`src/rtl/lifo_stack_reg_pkg.sv`:
```
// lifo_stack_reg_pkg
//   Shared types for the register-file return stack (DR_RSTK slot).
//   stack_op_e names the four things the slot can be asked to do in a cycle;
//   decode_op maps the raw load/read strobes onto it.
package lifo_stack_reg_pkg;

    typedef enum logic [1:0] {
        OP_IDLE    = 2'b00,
        OP_PUSH    = 2'b01,
        OP_POP     = 2'b10,
        OP_REPLACE = 2'b11   // register moved onto itself: load and read together
    } stack_op_e;

    function automatic stack_op_e decode_op(input logic load, input logic read);
        stack_op_e op;
        case ({read, load})
            2'b01:   op = OP_PUSH;
            2'b10:   op = OP_POP;
            2'b11:   op = OP_REPLACE;
            default: op = OP_IDLE;
        endcase
        return op;
    endfunction

endpackage

```
`src/rtl/lifo_stack_reg.sv`:
```
// lifo_stack_reg
//   LIFO return stack occupying one register-file slot. Writing the slot
//   pushes, reading it pops; data_out always shows the current top (0 when
//   empty) straight from registered state, so the MCU consumes the value that
//   is visible in the cycle it asserts read.
//
//   Storage is a circular buffer: pushing while full overwrites the oldest
//   entry and sets the sticky overflow flag. Popping while empty sets the
//   sticky underflow flag. Both flags clear only on reset.
//
// Ports
//   sysclk     in   system clock, rising edge
//   sysreset   in   asynchronous active-high reset
//   data_out   out  top of stack, 0 when empty
//   data_in    in   value to push (r_load_data)
//   load       in   push strobe (r_load)
//   read       in   pop strobe (r_read)
//   count      out  number of valid entries, 0..DEPTH
//   empty      out  count == 0
//   full       out  count == DEPTH
//   overflow   out  sticky: push while full
//   underflow  out  sticky: pop while empty
module lifo_stack_reg
    import lifo_stack_reg_pkg::*;
#(
    parameter int WIDTH = 16,
    parameter int DEPTH = 32
) (
    input  logic                       sysclk,
    input  logic                       sysreset,
    output logic [WIDTH-1:0]           data_out,
    input  logic [WIDTH-1:0]           data_in,
    input  logic                       load,
    input  logic                       read,
    output logic [$clog2(DEPTH+1)-1:0] count,
    output logic                       empty,
    output logic                       full,
    output logic                       overflow,
    output logic                       underflow
);

    localparam int PW = $clog2(DEPTH);
    localparam int CW = $clog2(DEPTH+1);

    localparam logic [PW-1:0] PTR_LAST  = PW'(DEPTH - 1);
    localparam logic [CW-1:0] CNT_FULL  = CW'(DEPTH);
    localparam logic [CW-1:0] CNT_ONE   = CW'(1);

    logic [WIDTH-1:0] mem [DEPTH];

    logic [PW-1:0] wp;
    logic [PW-1:0] wp_inc;
    logic [PW-1:0] wp_dec;
    stack_op_e     op;

    logic          mem_we;
    logic [PW-1:0] mem_waddr;

    // Explicit wrap so a non-power-of-two DEPTH still behaves modulo DEPTH.
    assign wp_inc = (wp == PTR_LAST) ? '0 : wp + PW'(1);
    assign wp_dec = (wp == '0) ? PTR_LAST : wp - PW'(1);

    assign op    = decode_op(load, read);
    assign empty = (count == '0);
    assign full  = (count == CNT_FULL);

    // Top lives one slot below the write pointer.
    assign data_out = empty ? '0 : mem[wp_dec];

    // Storage write: replace overwrites the top in place, every other
    // write (push, or replace on an empty stack) goes to wp. A reset edge
    // suppresses the write so a discarded push leaves no trace.
    always_comb begin
        mem_we    = 1'b0;
        mem_waddr = wp;
        if (!sysreset) begin
            case (op)
                OP_PUSH: begin
                    mem_we = 1'b1;
                end
                OP_REPLACE: begin
                    mem_we    = 1'b1;
                    mem_waddr = empty ? wp : wp_dec;
                end
                default: begin
                    mem_we = 1'b0;
                end
            endcase
        end
    end

    always_ff @(posedge sysclk) begin
        if (mem_we) begin
            mem[mem_waddr] <= data_in;
        end
    end

    always_ff @(posedge sysclk or posedge sysreset) begin
        if (sysreset) begin
            wp        <= '0;
            count     <= '0;
            overflow  <= 1'b0;
            underflow <= 1'b0;
        end else begin
            case (op)
                OP_PUSH: begin
                    wp <= wp_inc;
                    if (full) begin
                        overflow <= 1'b1;
                    end else begin
                        count <= count + CNT_ONE;
                    end
                end
                OP_POP: begin
                    if (empty) begin
                        underflow <= 1'b1;
                    end else begin
                        wp    <= wp_dec;
                        count <= count - CNT_ONE;
                    end
                end
                OP_REPLACE: begin
                    // On an empty stack this is a plain push; otherwise the
                    // top is rewritten and pointer/count hold.
                    if (empty) begin
                        wp    <= wp_inc;
                        count <= CNT_ONE;
                    end
                end
                default: begin
                end
            endcase
        end
    end

endmodule

```
`config.mk`:
```
export PLATFORM = sky130hd
export DESIGN_NAME = lifo_stack_reg
export DESIGN_NICKNAME = d
export VERILOG_FILES = /design/src/rtl/lifo_stack_reg_pkg.sv /design/src/rtl/lifo_stack_reg.sv
export SDC_FILE = /design/constraint.sdc
export NUM_CORES = 1
export LEC_CHECK = 0
export BUFFER_PORTS_ARGS = -buffer_cell sky130_fd_sc_hd__buf_2
export CORE_ASPECT_RATIO = 0.7
export CORE_MARGIN = 3
export CORE_UTILIZATION = 55
export CTS_CLUSTER_DIAMETER = 50
export DETAILED_ROUTE_END_ITERATION = 6
export PLACE_DENSITY = 0.74
export SYNTH_ARGS = -nofsm -noshare
export SYNTH_HDL_FRONTEND = slang
export SYNTH_SLANG_ARGS = --single-unit
export TNS_END_PERCENT = 1
```
`constraint.sdc`:
```
create_clock -name sysclk -period 4 [get_ports sysclk]
set_clock_uncertainty 0.2 [all_clocks]
set_input_delay 0.6 -clock sysclk [delete_from_list [all_inputs] [get_ports sysclk]]
set_output_delay 0.6 -clock sysclk [all_outputs]
set_load 0.005 [all_outputs]
```
==> results of run 1 <==
-- power groups by stage --
stage / combinational, mW / sequential [mW] / clock, mW
6_report: 7.81 / 6.34 / 4.66
5_1_grt: 8.12 / 6.35 / 4.92
4_1_cts: 7.49 / 6.33 / 4.70
3_5_place_dp: 6.91 / 6.44 / 0
3_3_place_gp: 6.80 / 6.43 / 0
2_1_floorplan: 4.16 / 6.42 / 0
-- metrics by stage --
| stage | instances | utilization | power (mW) | hold WS [ns] | setup TNS [ns] |
|---|---|---|---|---|---|
| detailed placement | 1984 | 0.6100 | 13.35 | 0.2433 | 0 |
| floorplan | 1397 | - | 10.58 | 0.2510 | 0 |
| global route | 2093 | 0.6680 | 19.40 | 0.2830 | -3.932 |
| global placement | 1984 | 0.6100 | 13.23 | 0.2346 | 0 |
| finish | 2093 | 0.6680 | 18.82 | 0.2581 | -2.886 |
| CTS | 2093 | 0.6665 | 18.52 | 0.2408 | -2.089 |
-- synth_stat cells, types with 5 or more instances --
cell type and instances:
a221o_1 16, o221ai_1 8, nor4_1 7, buf_4 7, mux2i_1 65, buf_6 9, a21oi_1 97, a211oi_1 28
inv_1 7, nor3_1 18, dfrtp_1 13, a22o_1 8, a21o_1 6, nand2_1 136, a22oi_1 14, nand3_1 27
o2bb2ai_1 12, o211ai_1 13, mux4_2 25, buf_2 41, nor2b_1 8, o22ai_1 16, o21ai_0 35, mux2_2 15
nor2_1 70, and3_1 12, clkbuf_1 34, a221oi_1 21, edfxtp_1 512, or4_1 5, a31oi_1 14, and2_1 11
xnor2_1 8, ha_1 7
-- final timing paths --
kind / startpoint / endpoint / depth (start not counted)
setup / recovery: wp[0]$_DFFE_PP0P_ / data_out[11] / 9
hold / removal: underflow$_DFFE_PP0P_ / underflow$_DFFE_PP0P_ / 1
setup reg to reg: count[1]$_DFFE_PP0P_ / mem[22][10]$_DFFE_PP_ / 7
hold reg to reg: underflow$_DFFE_PP0P_ / underflow$_DFFE_PP0P_ / 1
max in group asynchronous: sysreset / wp[0]$_DFFE_PP0P_ / 3
min in group asynchronous: sysreset / overflow$_DFFE_PP0P_ / 3
-- cells by family (layout without fill, tap and decap cells) --
kind of cell               Yosys count  after routing  synth area share
buffers and inverters              104            282           0.02490
xor gates and xnor gates            10             10          0.004073
and+or+nand+nor                    312            312           0.06557
AOI/OAI and AO/OA                  333            333            0.1062
muxes                              105            105           0.06429
adders and majority gates            8              8          0.005003
DFF                                525            525            0.7300
-- state kept, by name, indices dropped and copies added (netlist names) --
name / flops
wp: 5
overflow: 1
underflow: 1
mem: 512
count: 6
-- layer usage --
metal | GRT usage | vias up
li1 | - | 5829
met1 | 0.4467 | 7020
met2 | 0.4323 | 1181
met3 | 0.1114 | 164
met4 | 0.1023 | 0
met5 | 0 | -
-- cell usage in the layout (no fill, tap or decap), types with 7 or more instances in the layout --
cell	count
nor2_1	37
mux2_2	15
and2_1	9
a31oi_1	14
o211ai_1	13
buf_6	8
mux2i_1	65
o21ai_0	35
nand2_1	133
a221o_1	16
o221ai_1	7
dfrtp_1	12
xnor2_1	7
nor2_2	33
o22ai_1	16
and3_1	12
a22o_1	8
nand3_1	27
buf_2	44
a211oi_1	22
clkbuf_16	51
a221oi_1	17
edfxtp_1	512
clkinv_1	9
a22oi_1	13
mux4_2	25
a21oi_2	7
clkbuf_1	15
inv_1	7
a21oi_1	89
nor3_1	16
nor2b_1	8
buf_4	104
buf_12	17
o2bb2ai_1	12
-- timing repair --
| item | in CTS | in global routing |
|---|---|---|
| endpoints found under the hold margin | 13 | 0 |
| buffers inserted | 12 | 0 |
| resized for setup | 58 | 10 |
| hold buffers | 1 | 0 |
| endpoints found under the setup margin | 16 | 16 |
| gates cloned | 4 | 0 |
| pin swaps | 12 | 7 |
-- layout make-up --
class,count,area (sq um),area share
clock buffers,66,1333,0.05268
clock inverters,26,259.0,0.01024
inverters,9,37.54,0.001484
multi-input cells,768,5679,0.2245
flip-flops and latches,525,15700,0.6208
well taps,518,648.1,0.02562
repair buffers,181,1637,0.06469
==> run_results.csv, run 1 <==
group,metric,value,unit
outcome,status,"complete, but fails checks",
outcome,violations,"setup timing",
drt,routedWlPerCell,30.42,microns
cells_and_area,synthToLayoutAreaGrowth,17.62,%
critical_path,path_cells,"buf_12 > buf_16 > or4b_4 > o21a_1 > buf_6 > nor4_1 > or4_1 > o211ai_1 > buf_2",
timing,period_needed,4.250,ns
drt,dr_wl_met2,26.41,mm
cells_and_area,postLayoutCellArea,25300,sq um
global_routing,grt_overflow,0,
floorplanning,start_util,0.5679,
cells_and_area,final_nets,1564,
floorplanning,die-area,41550,sq um
timing,finalSetupViolations,16,
clock_network,tritoncts,"done",
timing,max_freq,0.2353,GHz
logic_synthesis,synth.area.top_cells,"edfxtp_1 (71%), mux2i_1 (3.0%), mux4_2 (2.6%)",
timing,worst_slack,-0.2500,ns
clock_network,path_clk_slew,0.06,ns
logic_synthesis,yosys_warnings,0,
critical_path,cp-start-kind,"register",
job,cap_violations,0,
timing,drv_slew,0,
critical_path,worstPathRequired,3.20,ns
timing,slew_headroom,0.3209,
logic_synthesis,synth-seq-cells,525,
place,dpl-instance-area,23100,sq um
critical_path,path_delay_family,"simple AND/OR/NAND/NOR gates",
logic_synthesis,synth.largest_area_cell,"edfxtp_1",
floorplanning,fp.dieH,171.4,microns
global_routing,grt_pass1_wl,92.16,mm
global_routing,antenna_found_initial,0,
global_routing,grt_max_degree,44,
drt,drc_errors,0,
floorplanning,fp-row-count,59,
place,gp_congestion,0.9433,
power_and_ir_drop,vdd_ir_drop_max,527.6,uV
place,dp_slack,0.08647,ns
drt,viasPerCell,6.782,
logic_synthesis,seq_area_frac_synth,0.7300,
power_and_ir_drop,pwr-share-comb,0.415,
floorplanning,fp.dieW,242.4,microns
drt,drt_pass1_iterations,5,
critical_path,worst-path-buf-inv,4,
power_and_ir_drop,p_sw,7.016,mW
cells_and_area,diodes,0,
global_routing,grt_usage,0.3068,
clock_network,clock_latency,0.58,ns
logic_synthesis,synth_cell_types,71,
logic_synthesis,synth_edf_count,512,
power_and_ir_drop,power.internal,11.80,mW
critical_path,critical_path.max_stage_delay,0.66,ns
critical_path,endpoint_kind,"output port",
power_and_ir_drop,p_clk_frac,0.248,
drt,met3WireLength,10.36,mm
drt,vias,14190,
cells_and_area,drive_gt1_frac,0.2375,
timing,hold_viol,0,
drt,detail_route.wirelength,63.66,mm
critical_path,critPathKind,"reg -> out",
place,dp_hpwl,39.51,mm
logic_synthesis,synthCells,1397,
place,portBuffers,45,
critical_path,crit_arrival,3.45,ns
logic_synthesis,synth-main-ff-cell,"edfxtp_1",
clock_network,clock-sinks,525,
floorplanning,core_region_area,37870,sq um
power_and_ir_drop,leakage,8.569,nW
logic_synthesis,synth.avg_cell_area,15.40,sq um
drt,wirelength_met1,24.58,mm
drt,ant_nets,0,
critical_path,rrSetupSlack,0.34,ns
power_and_ir_drop,seq_power_share,0.337,
cells_and_area,fill_cells,2522,
logic_synthesis,netlist.area_leader.share,0.7149,
worst_hold_path,hp-class,"reg -> reg",
critical_path,cpMaxStageDelayCell,"nor4_1",
drt,drt_iter0_markers,2401,
drt,routed.top_layer,"met4",
critical_path,path_max_fanout,43,
clock_network,cts_buffers,51,
logic_synthesis,ys_async_sr_fraction,0.02476,
logic_synthesis,syn-num-nets,1425,
power_and_ir_drop,power_per_cell_area,743.8,nW/um^2
logic_synthesis,netlist_area,21510,sq um
clock_network,root_buffer,"clkbuf_16",
clock_network,htreeDepth,2,
global_routing,grt_pass1_vias,13540,
timing,rsz0062_at_grt,"true",
clock_network,clockBufferDepth,3,
floorplanning,num_io_pins,46,
power_and_ir_drop,p_sw_frac,0.3729,
timing,worstMarginPinSlew,1.008,ns
timing,fin_crit_sh,1.062,
Power figures use the tool's default switching activity.
==> run 2: changes to the inputs <==
- CAP_MARGIN: default -> 20
- CORE_UTILIZATION: 55 -> 56
- PLACE_DENSITY: 0.74 -> 0.75
==> run 2 against run 1 <==
The run still ends with setup timing left. Combinational power is 4.0% higher. Die area is 1.7% lower. Utilization rose by 0.28 points. Fmax decreased by 0.99%. Sequential power hardly changed. Critical path depth increased by 2. Largest cell class unchanged. Critical path type unchanged. Register-to-register slack worse by 0.08 ns. Sequential cell count unchanged. Final area decreased by 0.56%. Worst hold slack worse by 0.017 ns. First-iteration DRC count grew 6.4%. Worst setup slack lost 0.043 ns.
==> run_results.csv, run 2 (synthesis results as in run 1) <==
group,metric,value,unit
outcome,status,"complete, but fails checks",
outcome,violations,"setup timing",
timing,slew_headroom,0.2872,
critical_path,endpoint_kind,"output port",
drt,drt_pass1_iterations,7,
timing,period_needed,4.293,ns
global_routing,grt_max_degree,57,
power_and_ir_drop,power_per_cell_area,748.3,nW/um^2
critical_path,worstPathRequired,3.20,ns
floorplanning,num_io_pins,46,
power_and_ir_drop,p_clk_frac,0.232,
place,gp_congestion,0.9250,
clock_network,root_buffer,"clkbuf_16",
power_and_ir_drop,power,18.82,mW
floorplanning,start_util,0.5735,
power_and_ir_drop,vdd_ir_drop_max,407.3,uV
critical_path,crit_arrival,3.49,ns
drt,detail_route.wirelength,61.96,mm
global_routing,grt_pass1_vias,13480,
timing,finalSetupViolations,16,
job,cap_violations,0,
cells_and_area,final_common_cell,"edfxtp_1",
drt,routedWlPerCell,29.98,microns
cells_and_area,synthToLayoutAreaGrowth,16.96,%
clock_network,clock_latency,0.57,ns
timing,hold_viol,0,
floorplanning,die-area,40830,sq um
timing,fin_crit_sh,1.073,
critical_path,cp-start-kind,"register",
cells_and_area,diodes,0,
cells_and_area,drive_gt1_frac,0.2337,
cells_and_area,fin_util,0.6708,
cells_and_area,largest_reg_flops,512,
timing,worst_slack,-0.2926,ns
critical_path,cpMaxStageDelayCell,"or4b_4",
timing,fin_hold_ws,0.2411,ns
power_and_ir_drop,power.internal,11.73,mW
cells_and_area,top_register,"mem",
place,dp_hpwl,37.81,mm
clock_network,clock-sinks,525,
clock_network,path_clk_slew,0.06,ns
timing,drv_slew,0,
power_and_ir_drop,p_sw_frac,0.3766,
place,portBuffers,45,
drt,drt_iter0_markers,2554,
cells_and_area,reg.largest.list,"mem (512), count (6), wp (5)",
cells_and_area,final_nets,1570,
global_routing,grt_overflow,0,
critical_path,rrSetupSlack,0.26,ns
floorplanning,core_region_area,37500,sq um
cells_and_area,final_cell_mix,"edfxtp_1 (512), nand2_1 (133), buf_4 (114)",
critical_path,critPathKind,"reg -> out",
global_routing,grt_usage,0.3062,
power_and_ir_drop,seq_power_share,0.336,
clock_network,cts_buffers,48,
timing,rsz0062_at_grt,"true",
floorplanning,fp.dieW,240.2,microns
power_and_ir_drop,leakage,8.533,nW
drt,drc_errors,0,
timing,worstMarginPinSlew,1.062,ns
drt,ant_nets,0,
clock_network,clockBufferDepth,3,
timing,max_freq,0.2330,GHz
floorplanning,fp.dieH,170.0,microns
power_and_ir_drop,pwr-share-comb,0.431,
global_routing,grt_pass1_wl,90.71,mm
floorplanning,fp-row-count,59,
critical_path,path_max_fanout,15,
place,dpl-instance-area,23030,sq um
drt,viasPerCell,6.853,
clock_network,htreeDepth,2,
power_and_ir_drop,p_sw,7.089,mW
cells_and_area,postLayoutCellArea,25150,sq um
clock_network,tritoncts,"done",
cells_and_area,fill_cells,2495,
critical_path,path_cells,"inv_4 > ha_4 > or4b_4 > buf_4 > and2_4 > buf_6 > a21oi_1 > a22oi_1 > a211o_1 > o211ai_1 > buf_2",
global_routing,antenna_found_initial,0,
worst_hold_path,hp-class,"in -> reg",
drt,vias,14170,
critical_path,critical_path.max_stage_delay,0.59,ns
-- run 2: repair_timing --
action,CTS,global route
hold buffers,1,0
hold endpoints to repair,13,0
resized for setup,64,20
pin swaps,13,2
gates cloned,5,0
endpoints found under the setup margin,16,16
buffers inserted,15,0
-- run 2: through the flow --
step	setup WS (ns)	setup TNS [ns]	instances
floorplan	0.009236	0	1397
global placement	0.1586	0	1959
detailed placement	0.09627	0	1959
CTS	-0.2327	-2.992	2067
global route	-0.3333	-4.379	2067
finish	-0.2926	-3.327	2067
-- run 2: metal layers --
layer / GRT usage / vias to the layer above / wire length (microns)
met1: 0.4788 / 6956 / 24360
li1: - / 5838 / -
met2: 0.4261 / 1203 / 26100
met5: 0 / - / 0
met3: 0.07355 / 168 / 9173
met4: 0.1005 / 0 / 2321
-- run 2: path summary, 6_finish.rpt --
kind                                            from               endpoint  cells past startpoint
worst min register to register  overflow$_DFFE_PP0P_   overflow$_DFFE_PP0P_                      1
worst min-delay path                            read   count[5]$_DFFE_PP0P_                      3
worst max-delay path               wp[0]$_DFFE_PP0P_            data_out[8]                     11
min in group asynchronous                   sysreset  underflow$_DFFE_PP0P_                      3
worst max register to register     wp[0]$_DFFE_PP0P_   mem[22][7]$_DFFE_PP_                     10
max in group asynchronous                   sysreset      wp[0]$_DFFE_PP0P_                      3
-- run 2: worst max-delay path: cells and delay by family (launching register included) --
kind            cells  cell delay (ns)
simple gates        2             0.84
buf+inv             4             0.67
fa+ha+maj           1             0.12
compound gates      4             0.77
flops               1             0.51
-- run 2: final cells by class --
type | instances | area [sq um] | share of cell area
Sequential cell | 525 | 15700 | 0.6243
Multi-Input combinational cell | 769 | 5678 | 0.2257
Tap cell | 488 | 610.6 | 0.02427
Clock inverter | 23 | 171.4 | 0.006815
Clock buffer | 64 | 1304 | 0.05183
Timing Repair Buffer | 189 | 1650 | 0.06561
Inverter | 9 | 36.28 | 0.001443
-- run 2: power by group through the flow --
| stage | Combinational [mW] | Sequential (mW) | Clock, mW |
|---|---|---|---|
| floorplan | 4.16 | 6.42 | 0 |
| global placement | 6.86 | 6.44 | 0 |
| detailed placement | 6.97 | 6.44 | 0 |
| CTS | 7.72 | 6.33 | 4.39 |
| global route | 8.44 | 6.35 | 4.62 |
| finish | 8.12 | 6.33 | 4.37 |
==> run 3: changes to the inputs <==
- CORE_UTILIZATION: 56 -> 60
- PLACE_DENSITY: 0.75 -> 0.77
- clock period: 4 -> 4.3 ns (I/O delays scaled with it)
==> run 3 against run 2 <==
The run still ends with setup timing left. Sequential power is 6.8% lower. Final cell count is 2.9% lower. Via count fell by 1.7%. Global-route usage increased by 1.4 points. Count of clock-buffer cells in the layout decreased by 8. Wire length down 0.41%. Utilization increased by 3.2 points. Sequential share of layout area rose by 1.4 points. Critical path depth shrank 2. Total power shrank 11%. Largest cell class unchanged. Largest power group unchanged. Worst hold slack improved by 0.039 ns. Final area decreased by 2.1%.
==> run_results.csv, run 3 (synthesis results as in run 1) <==
group,metric,value,unit
outcome,status,"complete, but fails checks",
outcome,violations,"setup timing",
critical_path,regToRegStartpoint,"count[1]$_DFFE_PP0P_",
critical_path,path_max_fanout,7,
timing,period_needed,4.324,ns
power_and_ir_drop,seq_power_share,0.351,
critical_path,path_delay_family,"simple AND/OR/NAND/NOR gates",
cells_and_area,final_cell_mix,"edfxtp_1 (512), nand2_1 (135), a21oi_1 (94)",
cells_and_area,final_common_cell,"edfxtp_1",
worst_hold_path,hold_path_depth,1,
cells_and_area,reg.largest.list,"mem (512), count (6), wp (5)",
floorplanning,core_region_area,35020,sq um
clock_network,clock-sinks,525,
worst_hold_path,min_from,"overflow$_DFFE_PP0P_",
cells_and_area,final_nets,1531,
cells_and_area,synthToLayoutAreaGrowth,14.47,%
global_routing,grt_max_degree,121,
worst_hold_path,hp-class,"reg -> reg",
critical_path,cpMaxStageDelayCell,"or4_1",
clock_network,clock_latency,0.57,ns
power_and_ir_drop,p_sw_frac,0.3772,
clock_network,cts_buffers,47,
cells_and_area,diodes,0,
clock_network,root_buffer,"clkbuf_16",
floorplanning,start_util,0.6142,
timing,hold_viol,0,
job,cap_violations,0,
power_and_ir_drop,vdd_ir_drop_max,409.5,uV
power_and_ir_drop,p_clk_frac,0.241,
place,dp_hpwl,37.63,mm
floorplanning,die-area,38190,sq um
place,dpl-instance-area,22840,sq um
drt,ant_nets,0,
floorplanning,fp-row-count,57,
clock_network,tritoncts,"done",
drt,drt_pass1_iterations,6,
drt,vias,13920,
critical_path,r2r_end,"mem[29][2]$_DFFE_PP_",
timing,drv_slew,0,
critical_path,critPathKind,"reg -> out",
floorplanning,fp.dieH,164.4,microns
cells_and_area,top_register,"mem",
drt,drt_iter0_markers,2423,
cells_and_area,multi_input_area,5587,sq um
cells_and_area,fin_util,0.7030,
critical_path,path_cells,"or4_1 > or3_1 > clkinv_1 > buf_4 > nor2_1 > buf_4 > o211ai_1 > o32ai_1 > buf_2",
cells_and_area,fill_cells,2205,
global_routing,grt_usage,0.3199,
timing,worstMarginPinSlew,0.9373,ns
power_and_ir_drop,power,16.81,mW
worst_hold_path,holdPathEnd,"overflow$_DFFE_PP0P_",
floorplanning,num_io_pins,46,
power_and_ir_drop,power.internal,10.47,mW
timing,finalSetupViolations,3,
drt,viasPerCell,6.933,
power_and_ir_drop,leakage,8.239,nW
clock_network,clockBufferDepth,3,
global_routing,grt_pass1_vias,13400,
critical_path,cp-start-kind,"register",
power_and_ir_drop,pwr-share-comb,0.408,
timing,rsz0062_at_grt,"true",
global_routing,antenna_found_initial,1,
critical_path,critical_path.max_stage_delay,0.62,ns
critical_path,endpoint_kind,"output port",
cells_and_area,largest_reg_flops,512,
power_and_ir_drop,power_per_cell_area,682.9,nW/um^2
drt,detail_route.wirelength,61.71,mm
critical_path,worst-path-buf-inv,4,
timing,max_freq,0.2313,GHz
drt,drc_errors,0,
place,portBuffers,45,
critical_path,path_common_cell,"buf_4",
clock_network,htreeDepth,2,
global_routing,grt_overflow,0,
global_routing,grt_pass1_wl,87.87,mm
floorplanning,fp.dieW,232.3,microns
cells_and_area,postLayoutCellArea,24620,sq um
critical_path,r2r_cells,7,
place,gp_congestion,0.9338,
cells_and_area,seqCellArea,15700,sq um
cells_and_area,drive_gt1_frac,0.2096,
drt,routedWlPerCell,30.73,microns
timing,setup_tns,-0.03474,ns
power_and_ir_drop,p_sw,6.342,mW
timing,fin_crit_sh,1.006,
critical_path,rrSetupSlack,0.49,ns
critical_path,worstPathRequired,3.45,ns
timing,worst_slack,-0.02420,ns
clock_network,path_clk_slew,0.07,ns
critical_path,crit_arrival,3.48,ns
timing,slew_headroom,0.3710,
==> run 3: cell types whose count changed in the layout (fill, tap and decap cells not counted), moves of 3 or more <==
cell / delta
a31oi_2: -4
buf_6: -3
a211oi_2: -4
buf_12: -5
bufbuf_16: -3
nor2_2: +14
buf_8: +3
buf_4: -33
nor2_1: -12
a211oi_1: +5
a31oi_1: +5
clkbuf_1: -5
inv_6: +3
==> run 3: timing repair <==
item,in CTS,in global routing
pin swaps,2,0
setup buffers,0,5
setup endpoints to repair,16,15
hold endpoints to repair,13,0
hold buffers,1,0
gates cloned,0,4
gates resized for setup,14,38
==> run 3: power by group through the flow <==
stage                     clock, mW  sequential (mW)  combinational (mW)
after floorplan                   0             5.97                3.85
after global placement            0             5.99                6.05
after detailed placement          0             6.00                6.18
after CTS                      4.07             5.89                6.30
after global routing           4.28             5.91                7.17
final                          4.06             5.90                6.85
==> run 3: through the flow <==
stage / std cells / worst slack (ns) / hold slack [ns]
6_report: 2008 / -0.02420 / 0.2800
5_1_grt: 2008 / -0.09090 / 0.2887
4_1_cts: 1999 / -0.08886 / 0.2765
3_5_place_dp: 1916 / 0.3884 / 0.2635
3_3_place_gp: 1915 / 0.4506 / 0.2371
2_1_floorplan: 1397 / 0.03276 / 0.2510
==> run 3: area by class of cell <==
class / instances / area share
Clock buffer: 56 / 0.04915
Timing Repair Buffer: 150 / 0.05108
Multi-Input combinational cell: 770 / 0.2269
Sequential cell: 525 / 0.6379
Tap cell: 472 / 0.02399
Inverter: 9 / 0.001372
Clock inverter: 26 / 0.009606
==> run 3: routing by layer <==
layer  wire length [microns]  up-vias  share of wire  global-route usage
li1                        -     5735              -                   -
met1                   22890     6889           0.37              0.4589
met2                   26730     1133           0.43              0.4558
met3                    9913      163           0.16              0.1214
met4                    2158        2          0.035              0.1086
met5                      13        -        0.00021                   0
==> run 3: worst max path at each step <==
stage                     slack [ns]  cells past startpoint            to                  from
final                          -0.02                      9   data_out[2]  count[1]$_DFFE_PP0P_
after global routing           -0.09                     12   data_out[2]     wp[0]$_DFFE_PP0P_
after CTS                      -0.09                     10   data_out[2]     wp[0]$_DFFE_PP0P_
after detailed placement        0.39                      9   data_out[2]     wp[0]$_DFFE_PP0P_
after global placement          0.45                      9  data_out[12]     wp[0]$_DFFE_PP0P_
after floorplan                 0.03                     13  data_out[12]     wp[0]$_DFFE_PP0P_
